### src/rtl/vdp_super_res_writer.sv
// CPU-side byte packer and VRAM write issuer for the super-res/super-mid pixel path.
// Optional idle auto-flush of partial words: define VDP_SUPER_RES_WR_AUTOFLUSH_EN.
module vdp_super_res_writer #(
    parameter int unsigned FIFO_DEPTH    = 4,
    parameter int unsigned FLUSH_TIMEOUT = 64
) (
    input  logic        clk,
    input  logic        reset_n,
    input  logic        vdp_super,
    input  logic        super_res_drawing,
    input  logic        wr_addr_load,
    input  logic [19:0] wr_addr_in,
    input  logic        wr_data_valid,
    input  logic [7:0]  wr_data,
    output logic        wr_ready,
    input  logic        flush,
    output logic        vram_req,
    output logic [17:0] vram_addr,
    output logic [31:0] vram_wdata,
    output logic [3:0]  vram_be,
    input  logic        vram_ack,
    output logic        idle
);

    localparam int unsigned AW = (FIFO_DEPTH > 1) ? $clog2(FIFO_DEPTH) : 1;
    localparam int unsigned CW = AW + 1;

    if (FIFO_DEPTH < 2 || (FIFO_DEPTH & (FIFO_DEPTH - 1)) != 0 || FLUSH_TIMEOUT == 0) begin : g_param_check
        $error("vdp_super_res_writer: FIFO_DEPTH must be a power of 2 >= 2, FLUSH_TIMEOUT nonzero");
    end

    typedef enum logic {
        ST_IDLE,
        ST_REQ
    } state_t;

    state_t      state, state_d;
    logic        load_head;

    logic [19:0] ptr, ptr_d;
    logic [31:0] pack_word, pack_word_d;
    logic [3:0]  pack_be, pack_be_d;
    logic [17:0] pack_waddr, pack_waddr_d;
    logic        flush_pend, flush_pend_d;
    logic        ld_pend, ld_pend_d;
    logic [19:0] ld_addr, ld_addr_d;

    logic [17:0] fifo_addr [FIFO_DEPTH];
    logic [31:0] fifo_data [FIFO_DEPTH];
    logic [3:0]  fifo_be   [FIFO_DEPTH];
    logic [AW-1:0] wr_idx, rd_idx;
    logic [CW-1:0] count;
    logic        full, empty;

    logic        push, pop, accept, timeout_hit;
    logic [17:0] push_addr;
    logic [31:0] push_data;
    logic [3:0]  push_be;

    logic        pack_nonempty, flush_req, load_req;
    logic [19:0] load_addr;
    logic [1:0]  lane;
    logic [31:0] merged_word;
    logic [3:0]  merged_be;

    assign full          = (count == CW'(FIFO_DEPTH));
    assign empty         = (count == '0);
    assign pack_nonempty = (pack_be != 4'b0000);

    // A load or flush that could not push (FIFO full or writer frozen) is
    // parked in *_pend; byte accepts stay blocked until it has resolved.
    assign wr_ready = reset_n && vdp_super && !full && !wr_addr_load && !flush
                      && !flush_pend && !ld_pend;
    assign accept   = wr_data_valid && wr_ready;

`ifdef VDP_SUPER_RES_WR_AUTOFLUSH_EN
    localparam int unsigned TW = $clog2(FLUSH_TIMEOUT + 1);
    logic [TW-1:0] idle_cnt;

    assign timeout_hit = vdp_super && pack_nonempty && !accept && (idle_cnt == TW'(FLUSH_TIMEOUT));

    always_ff @(posedge clk or negedge reset_n) begin
        if (!reset_n)
            idle_cnt <= '0;
        else if (accept || wr_addr_load || !pack_nonempty || timeout_hit)
            idle_cnt <= '0;
        else if (vdp_super && idle_cnt != TW'(FLUSH_TIMEOUT))
            idle_cnt <= idle_cnt + 1'b1;
    end
`else
    assign timeout_hit = 1'b0;
`endif

    always_comb begin
        lane        = ptr[1:0];
        merged_word = pack_word;
        merged_word[{lane, 3'b000} +: 8] = wr_data;
        merged_be   = pack_be | (4'b0001 << lane);
    end

    always_comb begin
        ptr_d        = ptr;
        pack_word_d  = pack_word;
        pack_be_d    = pack_be;
        pack_waddr_d = pack_waddr;
        flush_pend_d = flush_pend;
        ld_pend_d    = ld_pend;
        ld_addr_d    = ld_addr;
        push         = 1'b0;
        push_addr    = pack_waddr;
        push_data    = pack_word;
        push_be      = pack_be;
        flush_req    = flush || flush_pend || timeout_hit;
        load_req     = wr_addr_load || ld_pend;
        load_addr    = wr_addr_load ? wr_addr_in : ld_addr;

        if (!vdp_super) begin
            if (flush)
                flush_pend_d = 1'b1;
            if (wr_addr_load) begin
                ld_pend_d = 1'b1;
                ld_addr_d = wr_addr_in;
            end
        end else if (flush_req) begin
            // Flush resolves before a coincident or parked load; the outcome
            // matches load-then-flush because the load then sees an empty pack.
            if (!pack_nonempty || !full) begin
                if (pack_nonempty) begin
                    push        = 1'b1;
                    pack_be_d   = '0;
                    pack_word_d = '0;
                end
                flush_pend_d = 1'b0;
                if (load_req) begin
                    ptr_d     = load_addr;
                    ld_pend_d = 1'b0;
                end
            end else begin
                flush_pend_d = 1'b1;
                if (load_req) begin
                    ld_pend_d = 1'b1;
                    ld_addr_d = load_addr;
                end
            end
        end else if (load_req) begin
            if (pack_nonempty && load_addr[19:2] != pack_waddr) begin
                if (!full) begin
                    push        = 1'b1;
                    pack_be_d   = '0;
                    pack_word_d = '0;
                    ptr_d       = load_addr;
                    ld_pend_d   = 1'b0;
                end else begin
                    ld_pend_d = 1'b1;
                    ld_addr_d = load_addr;
                end
            end else begin
                ptr_d     = load_addr;
                ld_pend_d = 1'b0;
            end
        end else if (accept) begin
            ptr_d = ptr + 20'd1;
            if (lane == 2'd3) begin
                push        = 1'b1;
                push_addr   = ptr[19:2];
                push_data   = merged_word;
                push_be     = merged_be;
                pack_be_d   = '0;
                pack_word_d = '0;
            end else begin
                pack_word_d  = merged_word;
                pack_be_d    = merged_be;
                pack_waddr_d = ptr[19:2];
            end
        end
    end

    always_ff @(posedge clk or negedge reset_n) begin
        if (!reset_n) begin
            ptr        <= '0;
            pack_word  <= '0;
            pack_be    <= '0;
            pack_waddr <= '0;
            flush_pend <= 1'b0;
            ld_pend    <= 1'b0;
            ld_addr    <= '0;
        end else begin
            ptr        <= ptr_d;
            pack_word  <= pack_word_d;
            pack_be    <= pack_be_d;
            pack_waddr <= pack_waddr_d;
            flush_pend <= flush_pend_d;
            ld_pend    <= ld_pend_d;
            ld_addr    <= ld_addr_d;
        end
    end

    always_ff @(posedge clk) begin
        if (push) begin
            fifo_addr[wr_idx] <= push_addr;
            fifo_data[wr_idx] <= push_data;
            fifo_be[wr_idx]   <= push_be;
        end
    end

    always_ff @(posedge clk or negedge reset_n) begin
        if (!reset_n) begin
            wr_idx <= '0;
            rd_idx <= '0;
            count  <= '0;
        end else begin
            if (push)
                wr_idx <= wr_idx + 1'b1;
            if (pop)
                rd_idx <= rd_idx + 1'b1;
            case ({push, pop})
                2'b10:   count <= count + 1'b1;
                2'b01:   count <= count - 1'b1;
                default: count <= count;
            endcase
        end
    end

    always_comb begin
        state_d   = state;
        load_head = 1'b0;
        pop       = 1'b0;
        case (state)
            ST_IDLE: begin
                if (!empty && vdp_super && !super_res_drawing) begin
                    load_head = 1'b1;
                    state_d   = ST_REQ;
                end
            end
            ST_REQ: begin
                if (vram_ack) begin
                    pop     = 1'b1;
                    state_d = ST_IDLE;
                end
            end
            default: state_d = ST_IDLE;
        endcase
    end

    always_ff @(posedge clk or negedge reset_n) begin
        if (!reset_n) begin
            state      <= ST_IDLE;
            vram_req   <= 1'b0;
            vram_addr  <= '0;
            vram_wdata <= '0;
            vram_be    <= '0;
        end else begin
            state    <= state_d;
            vram_req <= (state_d == ST_REQ);
            if (load_head) begin
                vram_addr  <= fifo_addr[rd_idx];
                vram_wdata <= fifo_data[rd_idx];
                vram_be    <= fifo_be[rd_idx];
            end
        end
    end

    assign idle = !pack_nonempty && empty && (state == ST_IDLE);

endmodule
### config.mk
export PLATFORM = sky130hd
export DESIGN_NAME = vdp_super_res_writer
export DESIGN_NICKNAME = d
export VERILOG_FILES = /design/src/rtl/vdp_super_res_writer.sv
export SDC_FILE = /design/constraint.sdc
export NUM_CORES = 1
export LEC_CHECK = 0
export CAP_MARGIN = 20
export CORE_MARGIN = 2
export CORE_UTILIZATION = 50
export CTS_BUF_LIST = sky130_fd_sc_hd__clkbuf_4 sky130_fd_sc_hd__clkbuf_8 sky130_fd_sc_hd__clkbuf_16
export CTS_CLUSTER_SIZE = 12
export DETAILED_ROUTE_END_ITERATION = 7
export DONT_BUFFER_PORTS = 1
export PLACE_DENSITY = 0.67
export SLEW_MARGIN = 40
export SYNTH_ARGS = -nofsm -noshare
export SYNTH_HDL_FRONTEND = slang
export SYNTH_SLANG_ARGS = --single-unit
### constraint.sdc
create_clock -name clk -period 4.3 [get_ports clk]
set_input_delay 0.86 -clock clk [delete_from_list [all_inputs] [get_ports clk]]
set_output_delay 0.86 -clock clk [all_outputs]
set_load 0.1 [all_outputs]
Yosys cells after proc, flatten, opt, wreduce, memory -nomap -nowiden --
Memory sizes are Yosys's and may differ from the RTL's. A register that Yosys moved wholly into a read port is not among the register bits. Index checks and enable logic that the tools add are counted. W data, S select, Z words.
Operators by class: bitwise operators 5, multipliers 0, equal/unequal tests 18, shift operators 3, divide/modulo/power cells 0, $lt $le $gt $ge 0, add/sub/neg operators 6, muxes and demuxes 77, reductions and logical operators 39
Operator list (count):
- $mux W32 | 13
- $mux W20 | 14
- $mux W18 | 5
- $mux W4 | 13
- $bwmux W32 | 1
- $shift A8 B7 Y32 const A | 1
- $shiftx A8 B7 Y32 | 1
- $mux W1 | 29
- $add A20 B1 Y20 const B | 1
- $ne A18 B18 Y1 | 1
- $reduce_and A5 Y1 | 3
- $logic_and A1 B1 Y1 | 12
- $ne A3 B1 Y1 const B | 4
- $logic_not A1 Y1 | 11
- $ne A2 B1 Y1 const B | 4
- $reduce_bool A2 Y1 | 4
- $neg A5 Y7 | 1
- $ne A3 B3 Y1 const B | 2
- $pmux W3 S2 | 1
- $reduce_and A6 Y1 | 1
- $add A2 B1 Y2 const B | 2
- $eq A2 B2 Y1 const B | 2
- $ne A4 B4 Y1 const B | 1
- $not A1 Y1 | 4
- 14 further kinds | 17
Word-level totals: bits in registers 104, latch bits 0, bits in read-only memories 0, memory bits (writable) 216, logic and storage cells 162, memories kept 3, input port bits 36
Memory list:
- fifo_data | words 4, bits a word 32, read ports 1, clocked after Yosys merged registers in 1, write ports 1, RTL line 49 | logic [31:0] fifo_data [FIFO_DEPTH];
- fifo_addr | words 4, bits a word 18, read ports 1, clocked after Yosys merged registers in 1, write ports 1, RTL line 48 | logic [17:0] fifo_addr [FIFO_DEPTH];
- fifo_be | words 4, bits a word 4, read ports 1, clocked after Yosys merged registers in 1, write ports 1, RTL line 50 | logic [3:0] fifo_be [FIFO_DEPTH];

Logic depth before layout (Yosys ltp) --
word-level depth 14, depth in mapped cells 17, gate-level depth less buffers 13

Least setup slack after synthesis --
Ideal clock, no wire load.
path kind input port to flip-flop, start point input port wr_addr_load, end point memory fifo_addr[0][0], enable pin, slack 0.153 ns, library setup time 0.417 ns, stages 11, data arrival time 3.730 ns, cells stage by stage buf_6 -> buf_6 -> buf_6 -> mux2i_2 -> xnor2_1 -> nor4_1 -> nand4_2 -> o21a_1 -> or2_1 -> clkbuf_1 -> and2_1
Between the ends: cells in the longest elaborated chain, start to end 12
RTL lines:
- start: declaration | RTL line 11 | input logic wr_addr_load,
- branches (longest 7 deep; another with $mux W20)
- $mux W1 (*) | RTL line 145 | end else if (load_req) begin
- $mux W1 (*) | RTL line 124 | end else if (flush_req) begin
- $mux W1 (*) | RTL line 117 | if (!vdp_super) begin
- $mux W1 (*) | RTL line 199 | if (push) begin
- $mux W1 (implied by the code) (*) | RTL line 200 | fifo_addr[wr_idx] <= push_addr;
- end: declaration | RTL line 48
Mark *: on every way between the ends.

Final worst setup path --
start point input port wr_addr_load, end point register count[2]
Between the ends: cells in the longest elaborated chain, start to end 12
RTL lines:
- branches (longest 7 deep; another with $mux W20)
- $mux W1 (*) | RTL line 145
- $mux W1 (*) | RTL line 124
- $mux W1 (*) | RTL line 117
- $eq A2 B1 Y1 / $eq A2 B2 Y1 (equally long branches) | RTL line 216 | case ({push, pop})
- $pmux W3 S2 / $reduce_bool A2 Y1 (equally long branches)
- end signal: assignment | RTL line 217 | 2'b10: count <= count + 1'b1;
- end signal: assignment | RTL line 218 | 2'b01: count <= count - 1'b1;
- end signal: assignment | RTL line 219 | default: count <= count;
- end: declaration | RTL line 52 | logic [CW-1:0] count;
Marked as above. A chain may end at the register's enable or synchronous reset.

==> flow_metrics.env <==
export IMPL_outcome="finished, final reports clean"
export IMPL_gp_congestion=0.8551
export IMPL_worst_slew_pin_slew_ns=0.8948
export IMPL_start_kind="primary input"
export IMPL_post_layout_total_power_w=0.01333
export IMPL_global_route_wire_length_before_repair_um=50710
export IMPL_clk_path_buf_depth=3
export IMPL_initial_utilization=0.5109
export IMPL_synth_flop_cell="sky130_fd_sc_hd__edfxtp_1"
export IMPL_cts_htree_levels=2
export IMPL_finalCritPeriodShare=0.7686
export IMPL_critPathArrivalTime_ns=3.75
export IMPL_cts_buffer_count=40
export IMPL_number_of_antenna_violations_at_the_first_check_in_global_routing=0
export IMPL_cts_hold_repair_buffers=0
export IMPL_synthDistinctLibCells=55
export IMPL_totalNegativeSetupSlack_ns=0
export IMPL_drv_slew=0
export IMPL_final_hold_violation_count=0
export IMPL_maximum_number_of_pins_on_one_net_before_global_route_repair=161
export IMPL_rsz0062_at_grt="false"
export IMPL_ir_drop_v=0.0003806
export IMPL_first_iter_violations=560
export IMPL_combined_area_of_the_multi_input_logic_cells_mm2=0.005005
export IMPL_worst_ep_required_time_ns=4.75
export IMPL_root_buffer="sky130_fd_sc_hd__clkbuf_16"
export IMPL_core_rowCount=64
export IMPL_yosys_warnings=0
export IMPL_final_cell_mix="sky130_fd_sc_hd__edfxtp_1 (216), sky130_fd_sc_hd__nand2_1 (136), sky130_fd_sc_hd__dfrtp_1 (113)"
export IMPL_grt_ovfl_total=0
export IMPL_clk_latency_ns=0.52
export IMPL_global_route_usage_total=0.1993
export IMPL_slew_limit_headroom=0.4035
export IMPL_cp_max_fo=23
export IMPL_cts_resized=0
export IMPL_die_y_um=181.3
export IMPL_syn_area_mm2=0.01571
export IMPL_timing_final_setup_violations=0
export IMPL_min_path_type="in2async"
export IMPL_finClkSkew_ns=0.01192
export IMPL_final_core_utilization=0.5743
export IMPL_diodes_inserted=0
export IMPL_regArea_mm2=0.01050
export IMPL_route_detailed_drc=0
export IMPL_drt_vias_per_instance=5.849
export IMPL_synth_fp_nets=1074
export IMPL_routed_wirelength_um=31990
export IMPL_number_of_enable_type_register_cells_in_the_synthesized_netlist=216
export IMPL_floorplan_die_area_mm2=0.03286
export IMPL_layout_commonest_cell="sky130_fd_sc_hd__edfxtp_1"
export IMPL_detailedRoute_firstPassIterationCount=4
export IMPL_dp_final_hpwl_um=20290
export IMPL_post_synth_inst_count=1024
export IMPL_areaGrowthSynthToFinish_pct=12.41
export IMPL_number_of_vias_in_the_routed_layout=8545
export IMPL_timing_worst_setup_path_type="in2reg"
export IMPL_crit_path_end_kind="flip-flop"
export IMPL_floorplan_core_area_mm2=0.03075
export IMPL_fillerInstances=2363
export IMPL_die_width_um=181.3
export IMPL_layout_drive_gt1_share=0.3023
export IMPL_max_clock_freq_mhz=302.6
export IMPL_max_cap_violations=0
export IMPL_num_io_pins=93
export IMPL_nNetsFinal=1083
export IMPL_numClockSinks=374
export IMPL_port_buffer_count=0
export IMPL_detail_route_antenna_nets=0
export IMPL_synth_seq_cells=374
export IMPL_synth_async_sr_flop_share=0.4225
export IMPL_power_density_mw_per_mm2=754.7
export IMPL_cts_tree="built"
export IMPL_routed_wire_length_per_instance_um=21.90
export IMPL_grt_pass1_vias=8719
export IMPL_post_synth_cell_area_avg_um2=15.34
export IMPL_post_cts_setup_buffers=0
export IMPL_period_needed_ns=3.305
export IMPL_path_clk_slew_ns=0.06
export IMPL_leakage_nw=6.729
export IMPL_seq_area_frac_synth=0.6645
## flip-flops by register name, indices dropped and copies added, names as in the netlist
name        cells
fifo_data     128
fifo_addr      72
pack_word      32
vram_wdata     32
ld_addr        20
ptr            20
pack_waddr     18
vram_addr      18
fifo_be        16
pack_be         4
vram_be         4
count           3
rd_idx          2
wr_idx          2
flush_pend      1
ld_pend         1
state           1
## synthesized netlist by cell type, types with 13 or more instances
| library cell | instances | area (um^2) |
|---|---|---|
| sky130_fd_sc_hd__clkbuf_1 | 28 | 105.1 |
| sky130_fd_sc_hd__buf_2 | 14 | 70.07 |
| sky130_fd_sc_hd__inv_1 | 16 | 60.06 |
| sky130_fd_sc_hd__and2_1 | 13 | 81.33 |
| sky130_fd_sc_hd__xnor2_1 | 18 | 157.7 |
| sky130_fd_sc_hd__mux4_2 | 54 | 1216 |
| sky130_fd_sc_hd__a22o_1 | 32 | 280.3 |
| sky130_fd_sc_hd__nor2_1 | 16 | 60.06 |
| sky130_fd_sc_hd__o21ai_0 | 41 | 205.2 |
| sky130_fd_sc_hd__edfxtp_1 | 216 | 6486 |
| sky130_fd_sc_hd__ha_1 | 13 | 162.7 |
| sky130_fd_sc_hd__mux2i_1 | 16 | 160.2 |
| sky130_fd_sc_hd__a21oi_1 | 49 | 245.2 |
| sky130_fd_sc_hd__mux2_2 | 97 | 1092 |
| sky130_fd_sc_hd__nand2_1 | 136 | 510.5 |
| sky130_fd_sc_hd__dfrtp_1 | 158 | 3954 |
## cell families (layout without fill, tap and decap cells)
| kind of cell | Yosys count | count (layout) | synth area share |
|---|---|---|---|
| adder cells (fa/ha/maj) | 14 | 14 | 0.01163 |
| XOR/XNOR | 24 | 24 | 0.01338 |
| multiplexers | 178 | 178 | 0.1676 |
| AND/OR/NAND/NOR | 217 | 217 | 0.06443 |
| flip-flops | 374 | 374 | 0.6645 |
| buffers and inverters | 70 | 111 | 0.01927 |
| AO/OA/AOI/OAI | 147 | 147 | 0.05925 |
## worst max-delay path, cell delays in order
cell and delay (ns):
sky130_fd_sc_hd__mux2_2 0.35, sky130_fd_sc_hd__xor2_1 0.15, sky130_fd_sc_hd__nor4_1 0.44, sky130_fd_sc_hd__nand2_1 0.24
sky130_fd_sc_hd__o21a_1 0.25, sky130_fd_sc_hd__or2_1 0.34, sky130_fd_sc_hd__inv_1 0.11, sky130_fd_sc_hd__ha_1 0.18
sky130_fd_sc_hd__inv_1 0.06, sky130_fd_sc_hd__fa_1 0.37, sky130_fd_sc_hd__xor2_1 0.15, sky130_fd_sc_hd__nor2_1 0.11
sky130_fd_sc_hd__xor2_1 0.15
## power by group
group / switching, W / internal, W / total (W)
clock: 0.00134 / 0.00207 / 0.00341
sequential: 0.00256 / 0.00473 / 0.00728
combinational: 0.00131 / 0.00132 / 0.00264
## metrics by stage
step                      cells  worst slack, ns  hold WS (ns)  cell area, um^2
after floorplan            1024           0.1528        0.4491            15710
after global placement     1384           0.5571        0.4684            16210
after detailed placement   1385           0.4568        0.4775            16240
after CTS                  1459           0.9894       0.01383            17580
after global routing       1461           0.8561      0.008055            17660
final                      1461           0.9948       0.03377            17660
## routing by layer
layer | part of all wire | track usage | vias up
met5 | 0 | 0 | -
met4 | 0.028 | 0.06341 | 0
met3 | 0.062 | 0.04414 | 50
met2 | 0.47 | 0.3189 | 264
met1 | 0.44 | 0.2745 | 4361
li1 | - | - | 3870
## worst paths after layout
| kind | depth (start not counted) | from | slack (ns) | end |
|---|---|---|---|---|
| max in group asynchronous | 0 | reset_n | 3.96 | rd_idx[1] |
| worst max-delay path | 13 | wr_addr_load | 0.99 | count[2] |
| worst min-delay path | 0 | reset_n | 0.03 | vram_wdata[5] |
| worst min register to register | 2 | ld_addr[17] | 0.49 | ld_addr[17] |
| worst max register to register | 13 | ld_addr[18] | 1.03 | count[2] |
| min in group clk | 1 | vdp_super | 0.43 | flush_pend |
## area by class of cell
cell class              instances  share of cell area
multi-input cells             580              0.2834
inverters                      16            0.003401
flip-flops and latches        374              0.5946
well taps                     396             0.02806
clock buffers                  68             0.07368
clock inverters                 6            0.002480
repair buffers                 21             0.01438
No activity file was read; power rests on OpenSTA's default activity.
==> variant 1: new RTL, config.mk and constraints unchanged <==
`pack_word` no longer has a reset.
--- a/src/rtl/vdp_super_res_writer.sv
+++ b/src/rtl/vdp_super_res_writer.sv
@@ -178,7 +178,6 @@
     always_ff @(posedge clk or negedge reset_n) begin
         if (!reset_n) begin
             ptr        <= '0;
-            pack_word  <= '0;
             pack_be    <= '0;
             pack_waddr <= '0;
             flush_pend <= 1'b0;
@@ -186,13 +185,16 @@
             ld_addr    <= '0;
         end else begin
             ptr        <= ptr_d;
-            pack_word  <= pack_word_d;
             pack_be    <= pack_be_d;
             pack_waddr <= pack_waddr_d;
             flush_pend <= flush_pend_d;
             ld_pend    <= ld_pend_d;
             ld_addr    <= ld_addr_d;
         end
+    end
+
+    always_ff @(posedge clk) begin
+        pack_word <= pack_word_d;
     end
 
     always_ff @(posedge clk) begin
Behaviour: no difference found for any inputs over 4 cycles, from zero or initial values and one cycle with reset_n low; that may be too few to reach the edited logic, so the function may still have changed.
==> variant 1 against the unedited design <==
Area after synthesis up 0.62%. Sequential cell count unchanged. Global-route usage down 0.63 points. Clock power down 6.7%. Total power down 0.34%. Routed wire length down 2.5%. Critical endpoint unchanged. Die area up 0.61%. Final area up 0.18%. Clock skew up 0.0053 ns. Worst setup slack worse by 0.011 ns. Largest power group unchanged.
==> variant 1: results (changes against the unedited design) <==
metric	value	unit	change
status	completed		unchanged
dpl hpwl	19.4	mm	was 20.3 mm
CTS buffer count	39		was 40
Warnings, synthesis	0		unchanged
Layout Skew	0.0172	ns	was 0.0119 ns
DRT Pass-1 Iters	5		was 4
Max stage delay on crit path	0.37	ns	was 0.44 ns
pin count of the biggest net entering global routing	129		was 161
Layout fillers	2414		was 2363
H-tree depth	2		unchanged
vias in the first global route	8531		was 8719
clk root buf	clkbuf_16		unchanged
share of layout cells above drive strength 1	0.293		was 0.302
first-pass GRT wire length	50.0	mm	was 50.7 mm
routability cong.	0.801		was 0.855
Synth area leaders	edfxtp_1 47%, dfrtp_1 20%, mux4_2 7.7%		was edfxtp_1 41%, dfrtp_1 25%, mux4_2 7.7%
syn nets	1071		was 1074
Worst Path Arrival	3.76	ns	was 3.75 ns
Slew headroom	0.404		was 0.403
crit path max fanout	24		was 23
EDFF count, synth	248		was 216
initial antenna violation count	1		was 0
Final nets	1084		was 1083
Initial DRC Count	775		was 560
GRT Total Usage	0.193		was 0.199
register area share after synthesis	0.671		was 0.664
Post-Place Worst Slack	0.454	ns	was 0.457 ns
## variant 1: changes by cell type after synthesis, moves of 10 or more
cell / delta
and2_1: -10
o22a_1: +15
nor2b_1: +32
nor2_1: +47
edfxtp_1: +32
nand2_1: -59
o21ai_0: -30
dfrtp_1: -32
## variant 1: worst paths after layout
| kind | from | end | slack (ns) | depth (start not counted) |
|---|---|---|---|---|
| min | reset_n | vram_wdata[22] | 0.03 | 0 |
| min reg2reg | ld_addr[3] | ld_addr[3] | 0.50 | 1 |
| max | wr_addr_load | count[2] | 0.98 | 14 |
| min in group clk | vdp_super | ld_pend | 0.43 | 1 |
| max in group asynchronous | reset_n | vram_addr[5] | 4.06 | 0 |
| max reg2reg | ld_addr[13] | count[2] | 1.01 | 14 |
## variant 1: cell families after synthesis
group	share of synthesized area
buf+inv	0.0189
xor+xnor	0.0133
fa+ha+maj	0.0116
mux	0.157
simple gates	0.0683
flops	0.671
compound gates	0.0601
## variant 1: final cells by class
cell class,count,share of cell area
Antenna cell,1,0.000141
Clock buffer,61,0.0652
Clock inverter,10,0.00339
Inverter,15,0.00318
Multi-Input combinational cell,575,0.281
Sequential cell,374,0.603
Tap cell,402,0.0284
Timing Repair Buffer,29,0.0159
## variant 1: routing by layer
layer,wire length [um],track usage,up-vias,share of wire
met1,14800,0.300,4359,0.48
met4,383,0.0439,0,0.012
li1,-,-,3891,-
met5,0,0,-,0
met3,2080,0.0385,30,0.067
met2,13900,0.284,260,0.45
## variant 1: metrics by stage
| stage | total power, mW | util | hold slack, ns | std cells | instance area [um2] |
|---|---|---|---|---|---|
| finish | 13.3 | 0.565 | 0.0296 | 1467 | 17700 |
| global route | 13.9 | 0.565 | 0.00790 | 1466 | 17700 |
| detailed placement | 10.1 | 0.523 | 0.495 | 1392 | 16400 |
| floorplan | 9.29 | - | 0.470 | 1021 | 15800 |
| global placement | 10.0 | 0.521 | 0.488 | 1389 | 16300 |
| CTS | 13.3 | 0.562 | 0.0127 | 1463 | 17600 |
## variant 1: worst register-to-register path, cell delays in order (launching register included)
cell	delay, ns
dfrtp_1	0.37
mux2_2	0.29
xor2_1	0.16
nor4_1	0.32
nand3_1	0.17
nor4_4	0.22
o221ai_1	0.26
and2_1	0.31
inv_1	0.08
ha_1	0.18
inv_1	0.06
fa_1	0.37
xor2_1	0.15
nor2_1	0.11
xor2_1	0.15
## variant 1: report_power, final
part,switching [mW],total [mW],internal (mW)
clock network,1.32,3.18,1.86
logic,1.31,2.64,1.33
registers,2.60,7.46,4.86
==> variant 2: new RTL, config.mk and constraints unchanged <==
Without the edit above. The option `VDP_SUPER_RES_WR_AUTOFLUSH_EN` is turned on by a define.
--- a/src/rtl/vdp_super_res_writer.sv
+++ b/src/rtl/vdp_super_res_writer.sv
@@ -1,5 +1,7 @@
 // CPU-side byte packer and VRAM write issuer for the super-res/super-mid pixel path.
 // Optional idle auto-flush of partial words: define VDP_SUPER_RES_WR_AUTOFLUSH_EN.
+`define VDP_SUPER_RES_WR_AUTOFLUSH_EN
+
 module vdp_super_res_writer #(
     parameter int unsigned FIFO_DEPTH    = 4,
     parameter int unsigned FLUSH_TIMEOUT = 64
Function: same outputs for any inputs over 4 cycles, from zero or initial values and one cycle with reset_n low; that may be too few to reach the edited logic, so the function may still have changed.
==> variant 2 against the unedited design <==
Cell count is 1.5% lower. Final area is 2.0% higher. Total power is 0.82% lower. Fmax is 11% lower. Via count is 2.3% higher. Routed wire length is 2.7% higher. Worst setup slack worse by 0.40 ns. Count of clock-buffer cells in the layout is 4 lower. Sequential cell count is 7 higher. Die area is 1.7% higher. Area after synthesis is 1.8% higher. Sequential share of layout area is 0.23 points lower. Critical path type is now reg -> reg. Combinational power is 4% lower. Hold slack worse by 0.0011 ns.
==> variant 2: results (changes against the unedited design) <==
metric	value	unit	change
Clk pin slew, worst setup/hold paths	0.06	ns	about the same
syn nets	1034		was 1074
Routed WL	32.9	mm	was 32.0 mm
met2 wire length	15.8	mm	was 15.2 mm
largest registers	fifo_data (128), fifo_addr (72)		unchanged
clk root buf	clkbuf_16		unchanged
Post-synth ARST share	0.433		was 0.422
Vias	8739		was 8545
DR top layer	met4		unchanged
first-pass GRT wire length	52.1	mm	was 50.7 mm
Slew @ Worst Pin	0.894	ns	was 0.895 ns
CTS buffer count	40		unchanged
maximum vdd drop	0.431	mV	was 0.381 mV
flop2flop setup slack	0.59	ns	was 1.03 ns
launch point of the worst reg-to-reg path	idle_cnt[2]		was ld_addr[18]
total power	13.2	mW	was 13.3 mW
dpl hpwl	20.8	mm	was 20.3 mm
Crit Path Category	reg -> reg		was in -> reg
n_diodes	0		unchanged
Post-Place Worst Slack	0.460	ns	was 0.457 ns
Clock Power Share	0.258		was 0.256
status	completed		unchanged
Hold Crit Class	in -> async		unchanged
Worst Path Arrival	3.94	ns	was 3.75 ns
FF-to-FF End	fifo_data[3][13]		was count[2]
share of layout cells above drive strength 1	0.303		was 0.302
Netlist cell types	72		was 55
Layout Skew	0.0168	ns	was 0.0119 ns
Flop pwr share	0.550		was 0.547
initial antenna violation count	0		unchanged
GRT met3 Usage	0.0369		was 0.0441
met2 Resource Use GR	0.324		was 0.319
DRT Pass-1 Iters	7		was 4
EDFF count, synth	216		unchanged
M1 GR Usage	0.286		was 0.274
GRT Total Usage	0.202		was 0.199
later-pin clock latency in the skew report	0.54	ns	was 0.52 ns
Pleak	6.82	nW	was 6.73 nW
routability cong.	0.843		was 0.855
Resize count post-CTS	0		unchanged
Synth Flop Type	edfxtp_1		unchanged
Initial DRC Count	739		was 560
CTS max path bufs	3		unchanged
R2R cell count	8		was 13
Warnings, synthesis	0		unchanged
Synth area leaders	edfxtp_1 41%, dfrtp_1 26%, mux4_2 7.6%		was edfxtp_1 41%, dfrtp_1 25%, mux4_2 7.7%
vias in the first global route	8932		was 8719
commonest cells in the netlist	216 x edfxtp_1, 165 x dfrtp_1, 96 x mux2_2		was 216 x edfxtp_1, 158 x dfrtp_1, 136 x nand2_1
met1 WL	14.3	mm	was 13.9 mm
metal3 WL	2.02	mm	was 1.98 mm
pin count of the biggest net entering global routing	147		was 161
Tmin final	3.71	ns	was 3.31 ns
sw frac	0.394		was 0.391
Final nets	1057		was 1083
DR vias/cell	6.07		was 5.85
crit path max fanout	21		was 23
Buffers on Ports	0		unchanged
register area share after synthesis	0.664		about the same
Placed Instances	1361		was 1385
Cells after Synth	982		was 1024
==> variant 2: cell count changes after synthesis, moves of 9 or more <==
| cell | delta |
|---|---|
| a21oi_1 | -36 |
| a22o_1 | +32 |
| buf_2 | -11 |
| mux2_1 | +10 |
| mux2_4 | -9 |
| nand2_1 | -88 |
| nor2_1 | +21 |
| o21ai_0 | -24 |
==> variant 2: critical path: stages, from the launching register on <==
cell and delay, ns:
dfrtp_1 0.42, or4b_1 0.56, or4_4 0.51, o211a_1 0.23, or3_4 0.35, o31ai_4 0.22
buf_4 0.22, and2_2 0.56, buf_4 0.31
==> variant 2: stage by stage <==
stage	cell area [um2]	utilization	hold WS, ns
finish	18000	0.571	0.0327
global route	18000	0.571	0.00241
CTS	18000	0.569	0.00509
detailed placement	16600	0.527	0.474
global placement	16600	0.526	0.467
floorplan	16000	-	0.447
==> variant 2: how the worst min path moves through the flow <==
stage,from,end,slack (ns)
after global placement,ld_addr[13],ld_addr[13],0.47
after detailed placement,ld_addr[13],ld_addr[13],0.47
after floorplan,count[2],count[2],0.45
after global routing,reset_n,pack_word[19],0.002
final,reset_n,pack_word[19],0.03
after CTS,reset_n,vram_wdata[7],0.005
==> variant 2: kinds of logic after synthesis <==
kind of cell | after synthesis | share of synthesized area
compound gates | 149 | 0.0763
xor+xnor | 26 | 0.0142
fa+ha+maj | 16 | 0.0130
buf+inv | 68 | 0.0167
flops | 381 | 0.664
mux | 184 | 0.166
simple gates | 158 | 0.0497
==> variant 2: layout make-up <==
cell class                 instances  area, um2
fill                            2430      13500
sequential                       381      10700
multi-input combinational        533       5140
clock buffer                      64       1220
tap                              402        503
timing repair buffer              28        298
clock inverter                    10        103
inverter                          21       78.8
==> variant 2: what timing repair did <==
action	in CTS	in global routing
hold buffers	2	2
endpoints found under the hold margin	21	2
buffers inserted	0	0
